$ cat config.mk
export PLATFORM = sky130hd
export DESIGN_NAME = sm_color_classifier
export DESIGN_NICKNAME = d
export VERILOG_FILES = /design/src/rtl/sm_color_pkg.sv /design/src/rtl/sm_freq_counter.sv /design/src/rtl/sm_color_classifier.sv
export SDC_FILE = /design/constraint.sdc
export NUM_CORES = 1
export LEC_CHECK = 0
export CAP_MARGIN = 10
export CELL_PAD_IN_SITES_DETAIL_PLACEMENT = 0
export CELL_PAD_IN_SITES_GLOBAL_PLACEMENT = 2
export CORE_ASPECT_RATIO = 0.8
export CORE_UTILIZATION = 38
export DETAILED_ROUTE_END_ITERATION = 10
export HOLD_SLACK_MARGIN = 0.03
export PLACE_DENSITY_LB_ADDON = 0.1
export SLEW_MARGIN = 5
export SYNTH_ARGS = -nofsm -noshare
export SYNTH_HDL_FRONTEND = slang
export SYNTH_SLANG_ARGS = --single-unit
$ cat constraint.sdc
create_clock -name clk -period 3.3 [get_ports clk]
set_clock_uncertainty 0.1 [all_clocks]
set_input_delay 0.825 -clock clk [delete_from_list [all_inputs] [get_ports clk]]
set_output_delay 0.825 -clock clk [all_outputs]
set_load 0.03 [all_outputs]
$ cat src/rtl/sm_color_pkg.sv
// Shared types, filter/colour codes and the frame classifier for the
// TCS3200-style colour classifier.
package sm_color_pkg;

   typedef enum logic [1:0] {
      COLOR_NONE  = 2'b00,
      COLOR_RED   = 2'b01,
      COLOR_BLUE  = 2'b10,
      COLOR_GREEN = 2'b11
   } color_t;

   localparam logic [1:0] FILT_RED   = 2'b00;
   localparam logic [1:0] FILT_BLUE  = 2'b01;
   localparam logic [1:0] FILT_GREEN = 2'b11;
   localparam logic [1:0] FILT_NONE  = 2'b10;

   typedef enum logic [1:0] {
      IDLE,
      SETTLE,
      GATE,
      CLASSIFY
   } state_t;

   // white: all channels saturated by ambient light; hit: a colour candidate
   typedef struct packed {
      logic   white;
      logic   hit;
      color_t col;
   } class_t;

   function automatic logic [1:0] filt_code(input logic [1:0] ch);
      logic [1:0] code;
      case (ch)
         2'd0:    code = FILT_RED;
         2'd1:    code = FILT_BLUE;
         default: code = FILT_GREEN;
      endcase
      return code;
   endfunction

   function automatic class_t classify(input logic [31:0] r, g, b,
                                       input logic [31:0] white_th, red_max, gb_max);
      class_t res;
      res.white = 1'b0;
      res.hit   = 1'b0;
      res.col   = COLOR_NONE;
      if (r > white_th && g > white_th && b > white_th) begin
         res.white = 1'b1;
      end else if (r > g && r > b && g < red_max && b < red_max) begin
         res.hit = 1'b1;
         res.col = COLOR_RED;
      end else if (b > r && b > g && r < gb_max && g < gb_max) begin
         res.hit = 1'b1;
         res.col = COLOR_BLUE;
      end else if (g > r && g > b && r < gb_max && b < gb_max) begin
         res.hit = 1'b1;
         res.col = COLOR_GREEN;
      end
      return res;
   endfunction

endpackage

$ cat src/rtl/sm_freq_counter.sv
// Synchronises the sensor frequency output, detects rising edges and counts
// them with saturation; cnt_live already includes the current cycle's edge.
module sm_freq_counter #(
   parameter int CNT_W = 12
) (
   input  logic             clk,
   input  logic             rst_n,
   input  logic             sig,
   input  logic             clr,
   input  logic             cnt_en,
   output logic [CNT_W-1:0] cnt_live
);

   logic             sync1, sync2, prev;
   logic             rise;
   logic [CNT_W-1:0] cnt;

   assign rise = sync2 & ~prev;

   always_comb begin
      cnt_live = cnt;
      if (clr) begin
         cnt_live = '0;
      end else if (cnt_en && rise && cnt != '1) begin
         cnt_live = cnt + 1'b1;
      end
   end

   always_ff @(posedge clk or negedge rst_n) begin
      if (!rst_n) begin
         sync1 <= 1'b0;
         sync2 <= 1'b0;
         prev  <= 1'b0;
         cnt   <= '0;
      end else begin
         sync1 <= sig;
         sync2 <= sync1;
         prev  <= sync2;
         cnt   <= cnt_live;
      end
   end

endmodule

$ cat src/rtl/sm_color_classifier.sv
// Sequences the sensor filters, gates per-channel edge counts and classifies
// each completed frame into red/green/blue/none with N-frame confirmation.
module sm_color_classifier
   import sm_color_pkg::*;
#(
   parameter int CNT_W         = 12,
   parameter int GATE_CYCLES   = 256,
   parameter int SETTLE_CYCLES = 4,
   parameter int CONFIRM       = 2,
   parameter int WHITE_TH      = 400,
   parameter int RED_OTHER_MAX = 200,
   parameter int GB_OTHER_MAX  = 300
) (
   input  logic             clk,
   input  logic             rst_n,
   input  logic             en,
   input  logic             cs_out,
   output logic             S0,
   output logic             S1,
   output logic             S2,
   output logic             S3,
   output logic             OE,
   output logic [CNT_W-1:0] red_cnt,
   output logic [CNT_W-1:0] blue_cnt,
   output logic [CNT_W-1:0] green_cnt,
   output logic             meas_valid,
   output logic [1:0]       color
);

   localparam int TMR_MAX = (GATE_CYCLES > SETTLE_CYCLES) ? GATE_CYCLES : SETTLE_CYCLES;
   localparam int TMR_W   = $clog2(TMR_MAX);
   localparam int RUN_W   = $clog2(CONFIRM + 1);

   localparam logic [CNT_W-1:0] WTH  = CNT_W'(WHITE_TH);
   localparam logic [CNT_W-1:0] RMAX = CNT_W'(RED_OTHER_MAX);
   localparam logic [CNT_W-1:0] GMAX = CNT_W'(GB_OTHER_MAX);

   state_t           state, state_nx;
   logic [1:0]       ch, ch_nx;
   logic [TMR_W-1:0] tmr, tmr_nx;
   logic             gate_done, frame_done;
   logic [CNT_W-1:0] cnt_live;
   logic [CNT_W-1:0] hold_r, hold_b, hold_g;
   logic [1:0]       filt;
   class_t           cls;
   color_t           col, col_nx, last, last_nx;
   logic [RUN_W-1:0] run, run_nx;

   assign S0    = 1'b1;
   assign S1    = 1'b0;
   assign OE    = 1'b0;
   assign S2    = filt[1];
   assign S3    = filt[0];
   assign color = col;

   sm_freq_counter #(.CNT_W(CNT_W)) u_cnt (
      .clk      (clk),
      .rst_n    (rst_n),
      .sig      (cs_out),
      .clr      (state != GATE),
      .cnt_en   (state == GATE),
      .cnt_live (cnt_live)
   );

   always_comb begin
      state_nx   = state;
      ch_nx      = ch;
      tmr_nx     = tmr;
      gate_done  = 1'b0;
      frame_done = 1'b0;
      if (!en) begin
         state_nx = IDLE;
         ch_nx    = '0;
         tmr_nx   = '0;
      end else begin
         case (state)
            IDLE: begin
               state_nx = SETTLE;
               ch_nx    = '0;
               tmr_nx   = '0;
            end
            SETTLE: begin
               if (tmr == TMR_W'(SETTLE_CYCLES - 1)) begin
                  state_nx = GATE;
                  tmr_nx   = '0;
               end else begin
                  tmr_nx = tmr + 1'b1;
               end
            end
            GATE: begin
               if (tmr == TMR_W'(GATE_CYCLES - 1)) begin
                  gate_done = 1'b1;
                  tmr_nx    = '0;
                  if (ch == 2'd2) begin
                     state_nx = CLASSIFY;
                  end else begin
                     ch_nx    = ch + 1'b1;
                     state_nx = SETTLE;
                  end
               end else begin
                  tmr_nx = tmr + 1'b1;
               end
            end
            CLASSIFY: begin
               frame_done = 1'b1;
               state_nx   = SETTLE;
               ch_nx      = '0;
               tmr_nx     = '0;
            end
            default: state_nx = IDLE;
         endcase
      end
   end

   always_comb begin
      filt = (state == IDLE) ? FILT_NONE : filt_code(ch);
   end

   always_comb begin
      cls = classify(32'(hold_r), 32'(hold_g), 32'(hold_b),
                     32'(WTH), 32'(RMAX), 32'(GMAX));
   end

   // run==0 means no candidate history; a white frame or en drop resets it
   always_comb begin
      run_nx  = run;
      last_nx = last;
      col_nx  = col;
      if (!en) begin
         run_nx  = '0;
         last_nx = COLOR_NONE;
         col_nx  = COLOR_NONE;
      end else if (frame_done) begin
         if (cls.white) begin
            run_nx  = '0;
            last_nx = COLOR_NONE;
            col_nx  = COLOR_NONE;
         end else if (cls.hit) begin
            if (cls.col == last && run != '0) begin
               run_nx = (run == RUN_W'(CONFIRM)) ? run : run + 1'b1;
            end else begin
               run_nx = RUN_W'(1);
            end
            last_nx = cls.col;
            if (run_nx == RUN_W'(CONFIRM)) begin
               col_nx = cls.col;
            end
         end
      end
   end

   always_ff @(posedge clk or negedge rst_n) begin
      if (!rst_n) begin
         state      <= IDLE;
         ch         <= '0;
         tmr        <= '0;
         hold_r     <= '0;
         hold_b     <= '0;
         hold_g     <= '0;
         red_cnt    <= '0;
         blue_cnt   <= '0;
         green_cnt  <= '0;
         meas_valid <= 1'b0;
         col        <= COLOR_NONE;
         last       <= COLOR_NONE;
         run        <= '0;
      end else begin
         state      <= state_nx;
         ch         <= ch_nx;
         tmr        <= tmr_nx;
         meas_valid <= frame_done;
         col        <= col_nx;
         last       <= last_nx;
         run        <= run_nx;
         if (gate_done) begin
            case (ch)
               2'd0:    hold_r <= cnt_live;
               2'd1:    hold_b <= cnt_live;
               default: hold_g <= cnt_live;
            endcase
         end
         if (frame_done) begin
            red_cnt   <= hold_r;
            blue_cnt  <= hold_b;
            green_cnt <= hold_g;
         end
      end
   end

endmodule

# Word-level counts from Yosys, hierarchy flattened
# Cells that the tools add are included.
[totals]
regBits = 106
latch_bits = 0
mem_bits_rw = 0
rom_bits = 0
in_bits = 4
output_inout_bits = 44
word_cells = 129
n_memories = 0
[op_classes]
n_addsub = 4
n_mul = 0
div = 0
magnitude_cmp = 14
n_eq_ne = 19
shifts = 0
muxes = 46
bitwise = 3
n_reduce_logical = 26
[ops]
columns = ["operator", "count"]
rows = [
  ["$gt A12 B12 Y1", 6],
  ["$mux W2", 27],
  ["$gt A12 B9 Y1 const B", 3],
  ["$lt A12 B9 Y1 const B", 3],
  ["$lt A12 B8 Y1 const B", 2],
  ["$mux W12", 2],
  ["$mux W8", 3],
  ["$pmux W8 S3", 1],
  ["$logic_and A1 B1 Y1", 14],
  ["$add A12 B1 Y12 const B", 1],
  ["$mux W3", 4],
  ["$ne A12 B12 Y1 const B", 1],
  ["$eq A2 B2 Y1 const B", 5],
  ["$reduce_and A2 Y1", 5],
  ["$ne A3 B3 Y1 const B", 3],
  ["$add A8 B1 Y8 const B", 1],
  ["$eq A8 B2 Y1 const B", 1],
  ["$eq A8 B8 Y1 const B", 1],
  ["$pmux W2 S2", 2],
  ["$mux W1", 6],
  ["$ne A3 B1 Y1 const B", 2],
  ["$pmux W2 S3", 1],
  ["$reduce_and A3 Y1", 2],
  ["$add A2 B1 Y2 const B", 2],
  ["other kinds (10)", 14],
]

# Depth between registers and ports, before layout
[depth]
word_depth = 21
ltp_mapped = 12
depth_no_buf = 11

# By module
# A second synthesis with hierarchy kept.
[unflattened]
cells_unflattened = 540
hier_area_um2 = 5681.7
[by_module_without_submodules]
columns = ["module", "n_inst", "cells_each", "area_each_um2", "seq_area_each_um2"]
rows = [
  ["sm_color_classifier", 1, 462, 4895.9, 2277.2],
  ["sm_freq_counter", 1, 78, 785.8, 375.4],
]

# Worst setup path before layout
# No wires, ideal clock.
[synth_path]
path_type = "register to register"
start = "register hold_b[1]"
end = "register col[1] (netlist: color[1])"
setup_time_ns = 0.128
arrival_time_ns = 2.653
required_time_ns = 3.072
slack_ns = 0.419
stages_incl_launch_ff = 12
n_path_buf = 0
synth_period_minus_slack_ns = 2.881
path_cell_list = "dfrtp_1 -> inv_1 -> ha_1 -> nor2b_4 -> o211ai_2 -> a211oi_1 -> a2111o_1 -> a2111o_1 -> a41oi_1 -> o21ai_1 -> a31oi_2 -> mux2_1"
[synth_via]
elab_chain_len = 18
word_cells_on_any_way = 38
classes_between = "order compare (7); eq/ne (4); mux (15); reduce/logical (12)"
[synth_lines]
columns = ["item", "line_no", "rtl"]
rows = [
  ["from (decl)", "sm_color_classifier.sv:43", "logic [CNT_W-1:0] hold_r, hold_b, hold_g;"],
  ["from (signal assigned)", "sm_color_classifier.sv:178", "2'd1: hold_b <= cnt_live;"],
  ["$gt A12 B12 Y1", "sm_color_pkg.sv:55", "end else if (g > r && g > b && r < gb_max && b < gb_max) begin"],
  ["$logic_and A1 B1 Y1 (3 in series)", "sm_color_pkg.sv:55", ""],
  ["$mux W3", "sm_color_pkg.sv:55", ""],
  ["$mux W3", "sm_color_pkg.sv:52", "end else if (b > r && b > g && r < gb_max && g < gb_max) begin"],
  ["$mux W3", "sm_color_pkg.sv:49", "end else if (r > g && r > b && g < red_max && b < red_max) begin"],
  ["$mux W3", "sm_color_pkg.sv:47", "if (r > white_th && g > white_th && b > white_th) begin"],
  ["$eq A2 B2 Y1", "sm_color_classifier.sv:139", "if (cls.col == last && run != '0) begin"],
  ["$logic_and A1 B1 Y1", "sm_color_classifier.sv:139", ""],
  ["$mux W2", "sm_color_classifier.sv:139", ""],
  ["$mux W2", "sm_color_classifier.sv:138", "end else if (cls.hit) begin"],
  ["$mux W2", "sm_color_classifier.sv:134", "if (cls.white) begin"],
  ["$mux W2", "sm_color_classifier.sv:133", "end else if (frame_done) begin"],
  ["$mux W2", "sm_color_classifier.sv:129", "if (!en) begin"],
  ["$eq A2 B2 Y1", "sm_color_classifier.sv:145", "if (run_nx == RUN_W'(CONFIRM)) begin"],
  ["$ne A3 B1 Y1 (no line)", "-", ""],
  ["$reduce_and A3 Y1 (no line)", "-", ""],
  ["to (signal assigned)", "sm_color_classifier.sv:172", "col <= col_nx;"],
  ["to (decl)", "sm_color_classifier.sv:46", "color_t col, col_nx, last, last_nx;"],
]
# Parallel ways exist; a longest one is shown, timed or not. The select of a mux whose other input is x is not followed.
# A chain may end at the register's enable or synchronous reset.

# Worst setup path after layout
[layout_path]
start = "register hold_b[4]"
end = "register col[1] (netlist: color[1])"
# The elaborated chain is that of the path after synthesis.

==> reports/results.txt <==
status = finished, violations left
failing checks = design-rule violations
CP Cell Sequence = inv_1, ha_1, nand4_1, nor3_2, nor2_1, and4_1, a2111o_1, a41oi_1, o21ai_1, a31oi_2, mux2_1
minimum clock period = 3.19 ns
Total Routed Length = 14.0 mm
total grt overflow = 0
Least-Margin Pin Slew = 0.745 ns
P_int = 1.99 mW
fraction of synthesized area in multiplexers = 9.33%
CP Capture Type = flop
Slew Limit Fails = 0
critical path required time = 3.44 ns
RePlAce Congestion = 0.878
H-tree depth = 3
xor/xnor cell area share of the yosys netlist = 2.92%
overall power = 2.69 mW
Antenna Nets Post-Route = 0
fin crit share = 96.7%
Clock Path Buffers = 2
reg2reg start = hold_b[4]
max cap viols = 0
Synth Warn # = 0
diodes inserted = 0
fmax = 313 MHz
CP Launch Point = hold_b[4]
Switch Pwr = 0.695 mW
Static Leak = 3.18 nW
CTS Sinks = 106
Top Ports = 48
synthesized-area fraction occupied by adder cells = 10.8%
Post-Synthesis Cells = 527
Iter 0 DRT Violations = 263
synth top area cells = dfrtp_1 (47%), ha_1 (11%), mux2_2 (9.0%)
hold path startpoint = u_cnt.sync1
CP Max Fanout = 6
worst skew pair latency = 0.36 ns
peak supply drop = 0.323 mV
area fraction of the dominant cell type after synthesis = 46.9%
EDFF count, synth = 0
clock share of power = 40.8%
crit path launch type = flop
Netlist Area Pre-Place = 0.00566 mm^2
drt drc = 8
nets@finish = 647
CTS Buf Count = 9
clk slew on worst S/H paths = 0.07 ns
largest net degree at the start of global routing = 47
Sw Share = 25.9%
sequential share of power = 49.8%
Synth Area in Simple Gates = 15.1%
clock root cell = clkbuf_16
Die W = 138 um
core box area = 0.0144 mm^2
most instantiated library cell after synthesis = dfrtp_1
die area = 0.0154 mm^2
Area Overhead vs Synth = 19.8%
CP Data Arrival Time = 3.33 ns
initial antenna violation count = 0
Power Density = 397 mW/mm^2
Port Buf Inserts = 44
Placed Cells = 766
flop and latch count out of synthesis = 106
RSZ-0062 raised after global routing = no
Post-synth top cells = dfrtp_1 (106), nand2_1 (54), ha_1 (49)
Comb power frac = 9.5%
Rel. slew slack = 49.9%
WL/cell = 17.9 um
First-pass DRT Iterations = 8
gr usage total = 20.1%
Slowest-stage cell, CP = dfrtp_1
ys flop type = dfrtp_1
DPL Wire Length = 10.6 mm
Crit Path Category = flop to flop
vias per cell = 5.18
largest area contributor in the netlist = dfrtp_1
CP delay by family, top = compound AO/OA/AOI/OAI gates
final cell count without fillers = 781
crit-path max cell delay = 0.52 ns
Vert. Die Dim = 111 um
largest family of logic cells by synthesized area = simple AND/OR/NAND/NOR gates
cell row count = 39
final hold violations = 0
global-route wire length before repair = 23.4 mm
final setup violating endpoints = 0
Critical path buffers and inverters = 1
hold crit path type = flop to flop
CTS tree = done
post-synthesis sequential area ratio = 46.9%
setup TNS = 0 ns
Avg Synthesized Cell Area = 10.7 um^2
via count = 4,047
proportion of layout cells with a drive suffix above 1 = 19.3%
Yosys cell types = 67
post-synthesis compound-gate area fraction = 10.9%
async set-reset flop share out of synthesis = 100%
Starting Density = 39.3%
vias in the first global route = 4,205
layout make-up:
class | count | area (um^2)
clock inverter | 5 | 63.8
tap | 184 | 230
sequential | 106 | 2660
timing repair buffer | 71 | 653
multi-input combinational | 369 | 2810
clock buffer | 9 | 225
fill | 1317 | 7620
inverter | 37 | 139
per-stage QoR:
stage | cell area, um^2 | utilization (%) | hold WS [ns] | setup slack, ns
floorplan | 5660 | - | 0.231 | 0.419
global placement | 6460 | 44.9 | 0.240 | 0.114
detailed placement | 6460 | 44.9 | 0.237 | 0.0415
CTS | 6750 | 46.9 | 0.265 | 0.0163
global route | 6780 | 47.1 | 0.283 | 0.000734
finish | 6780 | 47.1 | 0.257 | 0.108
sequential cells by signal (all words and copies together) (netlist names):
| register | flops |
|---|---|
| blue_cnt | 12 |
| ch | 2 |
| color | 2 |
| green_cnt | 12 |
| hold_b | 12 |
| hold_g | 12 |
| hold_r | 12 |
| last | 2 |
| meas_valid | 1 |
| red_cnt | 12 |
| run | 2 |
| state | 2 |
| tmr | 8 |
| u_cnt.cnt | 12 |
| u_cnt.prev | 1 |
| u_cnt.sync1 | 1 |
| u_cnt.sync2 | 1 |
placed cells by master (no fill, tap or decap), types with 2 or more instances in the layout:
master | Yosys | routed
xor2_1 | 8 | 8
or2_2 | 2 | 2
o41ai_1 | 2 | 2
inv_6 | 0 | 2
nand2b_1 | 3 | 3
dfrtp_1 | 106 | 101
nor2b_1 | 10 | 10
o211ai_1 | 4 | 4
a21oi_1 | 17 | 16
a2111o_1 | 3 | 3
and3_1 | 6 | 6
and4_1 | 2 | 2
nor3_1 | 8 | 7
a21o_1 | 3 | 3
inv_1 | 37 | 34
nor2_1 | 20 | 20
or4b_1 | 2 | 2
nand4_1 | 11 | 11
nand2_1 | 54 | 53
mux2_2 | 45 | 45
nand3_1 | 21 | 21
conb_1 | 2 | 3
nor3_2 | 2 | 3
clkbuf_16 | 0 | 9
xnor2_1 | 9 | 9
inv_2 | 0 | 3
and2_1 | 12 | 12
clkdlybuf4s50_1 | 0 | 43
dfrtp_2 | 0 | 5
ha_1 | 49 | 49
buf_4 | 3 | 27
o21ai_0 | 34 | 34
nand3b_1 | 2 | 2
what timing repair did:
item                                    4_1_cts  5_1_grt
gates resized for setup                       0       11
endpoints found under the setup margin        0        3
hold buffers                                  0        0
buffers inserted                              0        1
logic make-up (layout without fill, tap and decap cells):
group | count (synthesis) | in the layout
mux | 47 | 47
buf+inv | 53 | 122
xor+xnor | 18 | 18
flops | 106 | 106
compound gates | 88 | 88
other cells | 2 | 3
simple gates | 164 | 164
fa+ha+maj | 49 | 49
power groups by stage:
stage | combinational (mW) | clock, mW | sequential [mW]
2_1_floorplan | 0.159 | 0 | 1.36
3_3_place_gp | 0.259 | 0 | 1.36
3_5_place_dp | 0.259 | 0 | 1.36
4_1_cts | 0.260 | 1.12 | 1.34
5_1_grt | 0.285 | 1.18 | 1.34
6_report | 0.254 | 1.10 | 1.34
routing by layer:
metal  GRT usage [%]  routed length (um)
met5               0                   0
met2            29.1                5760
met1            30.0                7440
met3            3.76                 580
met4            6.14                 190
final timing paths:
| path | end | slack [ns] | depth (start not counted) |
|---|---|---|---|
| worst max-delay path | color[1] | 0.11 | 11 |
| worst min-delay path | u_cnt.sync2 | 0.26 | 0 |
| worst max register to register | color[1] | 0.11 | 11 |
| worst min register to register | u_cnt.sync2 | 0.26 | 0 |
| max in group asynchronous | last[0] | 2.05 | 2 |
| min in group asynchronous | meas_valid | 0.31 | 1 |
(Power assumes the default switching activity.)
